$ cat src/rtl/phase_unwrap_freq.sv
// phase_unwrap_freq: unwraps a wrapped two's-complement phase stream into an
// accumulated phase, and estimates frequency as the moving average of the
// per-sample phase increment over 2^AVG_LOG2 samples.
//
// Latency: a sample accepted at edge t is reflected in unwrapped_out at the
// same edge (visible in the following cycle). The window sum also registers
// there, and freq_out registers one edge later.

package phase_unwrap_freq_pkg;

  // Width of the phase input and of the frequency output.
  parameter int DEFAULT_SIZE_DATA = 16;

  // IDLE: no previous sample; FILL: averaging window not yet full; RUN: steady state.
  typedef enum logic [1:0] {
    ST_IDLE = 2'd0,
    ST_FILL = 2'd1,
    ST_RUN  = 2'd2
  } state_e;

endpackage

module phase_unwrap_freq
  import phase_unwrap_freq_pkg::*;
#(
  parameter int SIZE_DATA = DEFAULT_SIZE_DATA,
  parameter int AVG_LOG2  = 3,
  parameter int SIZE_ACC  = 32
) (
  input  logic                        clk,
  input  logic                        reset,
  input  logic                        flush,
  input  logic signed [SIZE_DATA-1:0] phase_in,
  input  logic                        phase_valid,
  output logic signed [SIZE_ACC-1:0]  unwrapped_out,
  output logic                        unwrapped_valid,
  output logic signed [SIZE_DATA-1:0] freq_out,
  output logic                        freq_valid
);

  localparam int N  = 1 << AVG_LOG2;
  localparam int SW = SIZE_DATA + AVG_LOG2;

  localparam logic [AVG_LOG2-1:0] PTR_ONE   = AVG_LOG2'(1);
  localparam logic [AVG_LOG2-1:0] FILL_LAST = AVG_LOG2'(N - 1);

  // Reject parameter combinations the datapath is not sized for.
  if (AVG_LOG2 < 1 || AVG_LOG2 > 6) begin : g_bad_avg_log2
    $error("phase_unwrap_freq: AVG_LOG2 must be in 1..6");
  end
  if (SIZE_ACC < SIZE_DATA) begin : g_bad_size_acc
    $error("phase_unwrap_freq: SIZE_ACC must be >= SIZE_DATA");
  end

  // ---------------------------------------------------------------------------
  // State
  // ---------------------------------------------------------------------------
  state_e                      state_q, state_d;
  logic signed [SIZE_DATA-1:0] prev_q, prev_d;
  logic signed [SIZE_ACC-1:0]  acc_q, acc_d;
  logic signed [SW-1:0]        sum_q, sum_d;
  logic [AVG_LOG2-1:0]         wptr_q, wptr_d;
  logic [AVG_LOG2-1:0]         fill_cnt_q, fill_cnt_d;
  logic                        unw_valid_q, unw_valid_d;
  // Window sum was updated with a full window last edge: freq_out is due.
  logic                        sum_valid_q, sum_valid_d;
  logic signed [SIZE_DATA-1:0] freq_q, freq_d;
  logic                        freq_valid_q, freq_valid_d;

  // Circular buffer of the last N increments.
  logic signed [SIZE_DATA-1:0] hist_q [N];
  logic                        hist_we;

  // Flush discards a coincident sample; reset also clears via the same path.
  logic accept;
  logic clear;
  assign accept = phase_valid && !flush;
  assign clear  = reset || flush;

  // Phase increment. Modulo-2^SIZE_DATA subtraction performs the +/-pi unwrap;
  // an increment of exactly -2^(SIZE_DATA-1) naturally lands on -pi.
  logic signed [SIZE_DATA-1:0] diff;
  assign diff = phase_in - prev_q;

  // Window sum update: add the newest increment, drop the one being overwritten.
  // Buffer slots start at zero, so while filling the sum is simply the running total.
  logic signed [SW-1:0] sum_next;
  assign sum_next = sum_q + SW'(diff) - SW'(hist_q[wptr_q]);

  // ---------------------------------------------------------------------------
  // Next-state and output logic
  // ---------------------------------------------------------------------------
  // Computes the next value of every register from the current state and the accepted sample.
  always_comb begin
    // NOTE: every signal gets a default before any branch; a path that leaves one
    // unassigned would infer a latch.
    state_d      = state_q;
    prev_d       = prev_q;
    acc_d        = acc_q;
    sum_d        = sum_q;
    wptr_d       = wptr_q;
    fill_cnt_d   = fill_cnt_q;
    unw_valid_d  = 1'b0;
    sum_valid_d  = 1'b0;
    hist_we      = 1'b0;
    freq_d       = freq_q;
    freq_valid_d = 1'b0;

    // Second pipeline stage: scale the registered window sum (floor division by N).
    if (sum_valid_q) begin
      freq_d       = SIZE_DATA'(sum_q >>> AVG_LOG2);
      freq_valid_d = 1'b1;
    end

    if (accept) begin
      prev_d      = phase_in;
      unw_valid_d = 1'b1;
      unique case (state_q)
        ST_IDLE: begin
          // First sample after restart only primes prev and the accumulator.
          acc_d      = SIZE_ACC'(phase_in);
          fill_cnt_d = '0;
          state_d    = ST_FILL;
        end
        ST_FILL: begin
          acc_d      = acc_q + SIZE_ACC'(diff);
          sum_d      = sum_next;
          hist_we    = 1'b1;
          wptr_d     = wptr_q + PTR_ONE;
          fill_cnt_d = fill_cnt_q + PTR_ONE;
          // The N-th increment completes the window.
          if (fill_cnt_q == FILL_LAST) begin
            state_d     = ST_RUN;
            sum_valid_d = 1'b1;
          end
        end
        ST_RUN: begin
          acc_d       = acc_q + SIZE_ACC'(diff);
          sum_d       = sum_next;
          hist_we     = 1'b1;
          wptr_d      = wptr_q + PTR_ONE;
          sum_valid_d = 1'b1;
        end
        default: begin
          state_d = ST_IDLE;
        end
      endcase
    end
  end

  // ---------------------------------------------------------------------------
  // Registers
  // ---------------------------------------------------------------------------
  // FSM state register; reset and flush both restart from IDLE.
  always_ff @(posedge clk) begin
    if (clear) begin
      state_q <= ST_IDLE;
    end else begin
      state_q <= state_d;
    end
  end

  // Datapath and output registers; reset and flush clear everything, including pending valids.
  always_ff @(posedge clk) begin
    // NOTE: sequential state uses non-blocking assignments so every register
    // samples its inputs from before the edge, regardless of statement order.
    if (clear) begin
      prev_q       <= '0;
      acc_q        <= '0;
      sum_q        <= '0;
      wptr_q       <= '0;
      fill_cnt_q   <= '0;
      unw_valid_q  <= 1'b0;
      sum_valid_q  <= 1'b0;
      freq_q       <= '0;
      freq_valid_q <= 1'b0;
    end else begin
      prev_q       <= prev_d;
      acc_q        <= acc_d;
      sum_q        <= sum_d;
      wptr_q       <= wptr_d;
      fill_cnt_q   <= fill_cnt_d;
      unw_valid_q  <= unw_valid_d;
      sum_valid_q  <= sum_valid_d;
      freq_q       <= freq_d;
      freq_valid_q <= freq_valid_d;
    end
  end

  // Increment history; overwrites the oldest entry at the write pointer.
  always_ff @(posedge clk) begin
    // NOTE: the buffer is cleared on restart because the window sum subtracts the
    // overwritten entry; stale contents would corrupt the first N averages.
    if (clear) begin
      for (int i = 0; i < N; i++) begin
        hist_q[i] <= '0;
      end
    end else if (hist_we) begin
      hist_q[wptr_q] <= diff;
    end
  end

  assign unwrapped_out   = acc_q;
  assign unwrapped_valid = unw_valid_q;
  assign freq_out        = freq_q;
  assign freq_valid      = freq_valid_q;

endmodule
$ cat config.mk
export PLATFORM = sky130hd
export DESIGN_NAME = phase_unwrap_freq
export DESIGN_NICKNAME = d
export VERILOG_FILES = /design/src/rtl/phase_unwrap_freq.sv
export SDC_FILE = /design/constraint.sdc
export NUM_CORES = 1
export LEC_CHECK = 0
export BUFFER_PORTS_ARGS = -buffer_cell sky130_fd_sc_hd__buf_2
export CAP_MARGIN = 15
export CORE_MARGIN = 5
export CORE_UTILIZATION = 37
export CTS_BUF_LIST = sky130_fd_sc_hd__clkbuf_16
export CTS_CLUSTER_SIZE = 25
export DETAILED_ROUTE_END_ITERATION = 7
export PLACE_DENSITY = 0.62
export SLEW_MARGIN = 20
export SYNTH_ARGS = -nofsm -noshare
export SYNTH_HDL_FRONTEND = slang
export SYNTH_SLANG_ARGS = --single-unit
$ cat constraint.sdc
create_clock -name clk -period 5.1 [get_ports clk]
set_clock_uncertainty 0.1 [all_clocks]
set_input_delay 0.51 -clock clk [delete_from_list [all_inputs] [get_ports clk]]
set_output_delay 0.51 -clock clk [all_outputs]
set_load 0.01 [all_outputs]
==> results_dict.tcl <==
set metrics [dict create \
    status "completed" \
    synth_top_area_frac 0.304 \
    yosysUniqueCellTypes 68 \
    grt_pass1_wl_microns 53900 \
    fp-row-count 67 \
    first_pass_iters 5 \
    startpoint_type "register" \
    worstMarginPinSlew_ps 948 \
    drive_above_1_share 0.210 \
    power_w 0.00496 \
    ant_nets 0 \
    slowest_delay_ps 430 \
    setup_tns_ps 0 \
    use_met1 0.255 \
    post-route-util 0.449 \
    dpl.hpwl_microns 24400 \
    synth-seq-area-share 0.457 \
    p_leak_nw 6.33 \
    p_comb_frac 0.247 \
    synth-edff-count 128 \
    power_frac_seq 0.402 \
    critPathMaxFanout 4 \
    avgSynthCellArea_sq_um 10.2 \
    drv_slew 0 \
    slowest_stage "fa_1" \
    syn_to_final_growth_pct 19.3 \
    path_cells "inv_1 -> ha_1 -> nor2b_1 -> o31a_1 -> o211ai_1 -> nand3_1 -> a2111oi_0 -> and4b_1 -> clkinvlp_4 -> buf_12 -> fa_1 -> ha_1 -> inv_1 -> o21bai_1 -> a21o_1 -> or3_1 -> o32ai_2 -> a311oi_1 -> xor2_1 -> or3_1 -> a21oi_1" \
    final_area_sq_um 15100 \
    cts.clk_slew.worst_paths_ps 60 \
    met3_usage 0.0216 \
    relSlewSlack 0.366 \
    avgRoutedWirePerCell_microns 18.4 \
    cts.sinks 225 \
    vias 9743 \
    cap_violations 0 \
    p_switching_w 0.00148 \
    synth_nets 1351 \
    drt_iter0_drc 603 \
    yosys.area.top_type "edfxtp_1" \
    io_pins 70 \
    fp.dieW_microns 195 \
    ir_drop_mv 0.235 \
    final.fill_count 3154 \
    path_class "register to register" \
    cts-buffers-inserted 26 \
    overflow 0 \
    synth_warnings 0 \
    clockRootBuffer "clkbuf_16" \
    worstPathRequired_ps 5470 \
    fmax_ghz 0.199 \
    htreeDepth 1 \
    hold_class "primary input to register" \
    coreArea_sq_um 33600 \
    wirelength_microns 34000 \
    nNetsFinal 1494 \
    synth_most_common_cell "nor2_1" \
    path_buf_inv 4 \
    place_congestion 0.911 \
    post-route-min-period_ps 5020 \
    ys.flop_type "edfxtp_1" \
    synth_area_sq_um 12700 \
    cp.arrival_ps 5390 \
    fin_crit_sh 0.984 \
    grt_pass1_vias 9499 \
    async_flop_share 0 \
    clockBufferDepth 3 \
    cts_tree "yes" \
    antenna_found_initial 0 \
    hold_viol_final 0 \
    grt_max_degree 44 \
    start_util 0.376 \
    dpl_cell_area_sq_um 14100 \
    synth.ff_latch_count 225 \
    powerDensity_nw_per_um2 328 \
    synthTopCellsByCount "nor2_1 (235), edfxtp_1 (128), dfxtp_1 (97), inv_1 (88), a21oi_1 (82)" \
    grt.busiest_layer "met2" \
    vias_per_cell 5.28 \
    p_clk_frac 0.351 \
    critPathTopFamily "compound AO/OA/AOI/OAI gates" \
    postCtsHoldBufs 0 \
    dieArea_sq_um 38000 \
    swShare 0.298 \
    netlist_instances 1235 \
    drc 0 \
    rsz0062_at_grt "true" \
    endpoint_kind "register" \
    diodes 0 \
    synth_area_leaders "edfxtp_1 (30%), dfxtp_1 (15%), ha_1 (7.5%)" \
    grt_util_all_layers 0.175 \
    port_buffers 69 \
    setup_viol 0 \
    clock_latency_ps 540 \
    p_int_w 0.00348 \
    dieHeight_microns 195 \
    use_met2 0.279 \
]
-- sequential cells by signal, indices dropped and copies added, names as in the netlist, named ones only --
| name | flops |
|---|---|
| sum_valid_q | 1 |
| wptr_q | 3 |
| unwrapped_out | 32 |
| unwrapped_valid | 1 |
| freq_out | 16 |
| state_q | 2 |
| fill_cnt_q | 3 |
| prev_q | 16 |
| sum_q | 19 |
| hist_q | 128 |
| freq_valid | 1 |
-- per-stage QoR --
| step | std cells | setup slack (ps) | hold slack [ps] |
|---|---|---|---|
| after floorplan | 1235 | 3.14 | 341 |
| after global placement | 1794 | -200 | 348 |
| after detailed placement | 1794 | -272 | 359 |
| after CTS | 1842 | 56.9 | 62.2 |
| after global routing | 1846 | -152 | 84.8 |
| final | 1846 | 80.4 | 84.2 |
-- power groups by stage --
stage	sequential [W]	combinational (W)	clock [W]
after CTS	0.00199	0.00118	0.00178
after floorplan	0.00203	0.000761	0
after global placement	0.00203	0.00116	0
after detailed placement	0.00203	0.00117	0
final	0.00199	0.00122	0.00174
after global routing	0.00200	0.00135	0.00186
-- cells in the final DEF (no fill, tap or decap), types with 7 or more instances in the layout --
master,count
a21oi_1,76
a211oi_1,21
mux4_2,32
o21a_1,11
mux2_2,11
inv_1,91
xnor2_1,32
xor2_1,14
edfxtp_1,128
o21bai_1,7
fa_1,19
clkbuf_16,26
nor2_1,232
o21ai_0,41
buf_4,97
nand4_1,10
dfxtp_1,95
buf_2,69
nor2b_1,8
mux2i_1,45
or3_1,12
nand2_1,58
nor3_1,22
a21o_1,19
ha_1,74
nand3_1,20
-- worst paths after layout --
check	start	endpoint	slack (ps)	cells after the start
worst min-delay path	reset	unwrapped_valid$_SDFF_PP0_	80	2
worst max-delay path	prev_q[1]$_SDFFE_PP0P_	sum_q[18]$_SDFFE_PP0P_	80	21
worst max register to register	prev_q[1]$_SDFFE_PP0P_	sum_q[18]$_SDFFE_PP0P_	80	21
worst min register to register	sum_q[0]$_SDFFE_PP0P_	sum_q[0]$_SDFFE_PP0P_	370	2
-- cells by family after synthesis --
| family | count (synthesis) | share of synthesized area |
|---|---|---|
| flip-flops | 225 | 0.457 |
| AO/OA/AOI/OAI | 238 | 0.120 |
| AND/OR/NAND/NOR | 397 | 0.135 |
| multiplexers | 89 | 0.104 |
| XOR/XNOR | 48 | 0.0338 |
| buffers and inverters | 142 | 0.0425 |
| adder cells (fa/ha/maj) | 96 | 0.107 |
-- routing by layer --
| metal | part of all wire | up-vias | wire [microns] |
|---|---|---|---|
| li1 | - | 4709 | - |
| met1 | 0.47 | 4735 | 16000 |
| met2 | 0.46 | 257 | 15600 |
| met3 | 0.051 | 42 | 1730 |
| met4 | 0.022 | 0 | 753 |
| met5 | 0 | - | 0 |
-- cell type report --
class	instances	area, sq um	share of cell area
multi-input combinational	868	6510	0.431
inverter	90	342	0.0226
timing repair buffer	167	1090	0.0724
sequential	225	5790	0.383
clock inverter	22	154	0.0102
clock buffer	26	651	0.0431
tap	448	561	0.0371
-- repair_timing --
item	in CTS	in global routing
setup buffers	0	4
gates resized for setup	0	23
setup endpoints to repair	0	8
Power figures use the tool's default switching activity.
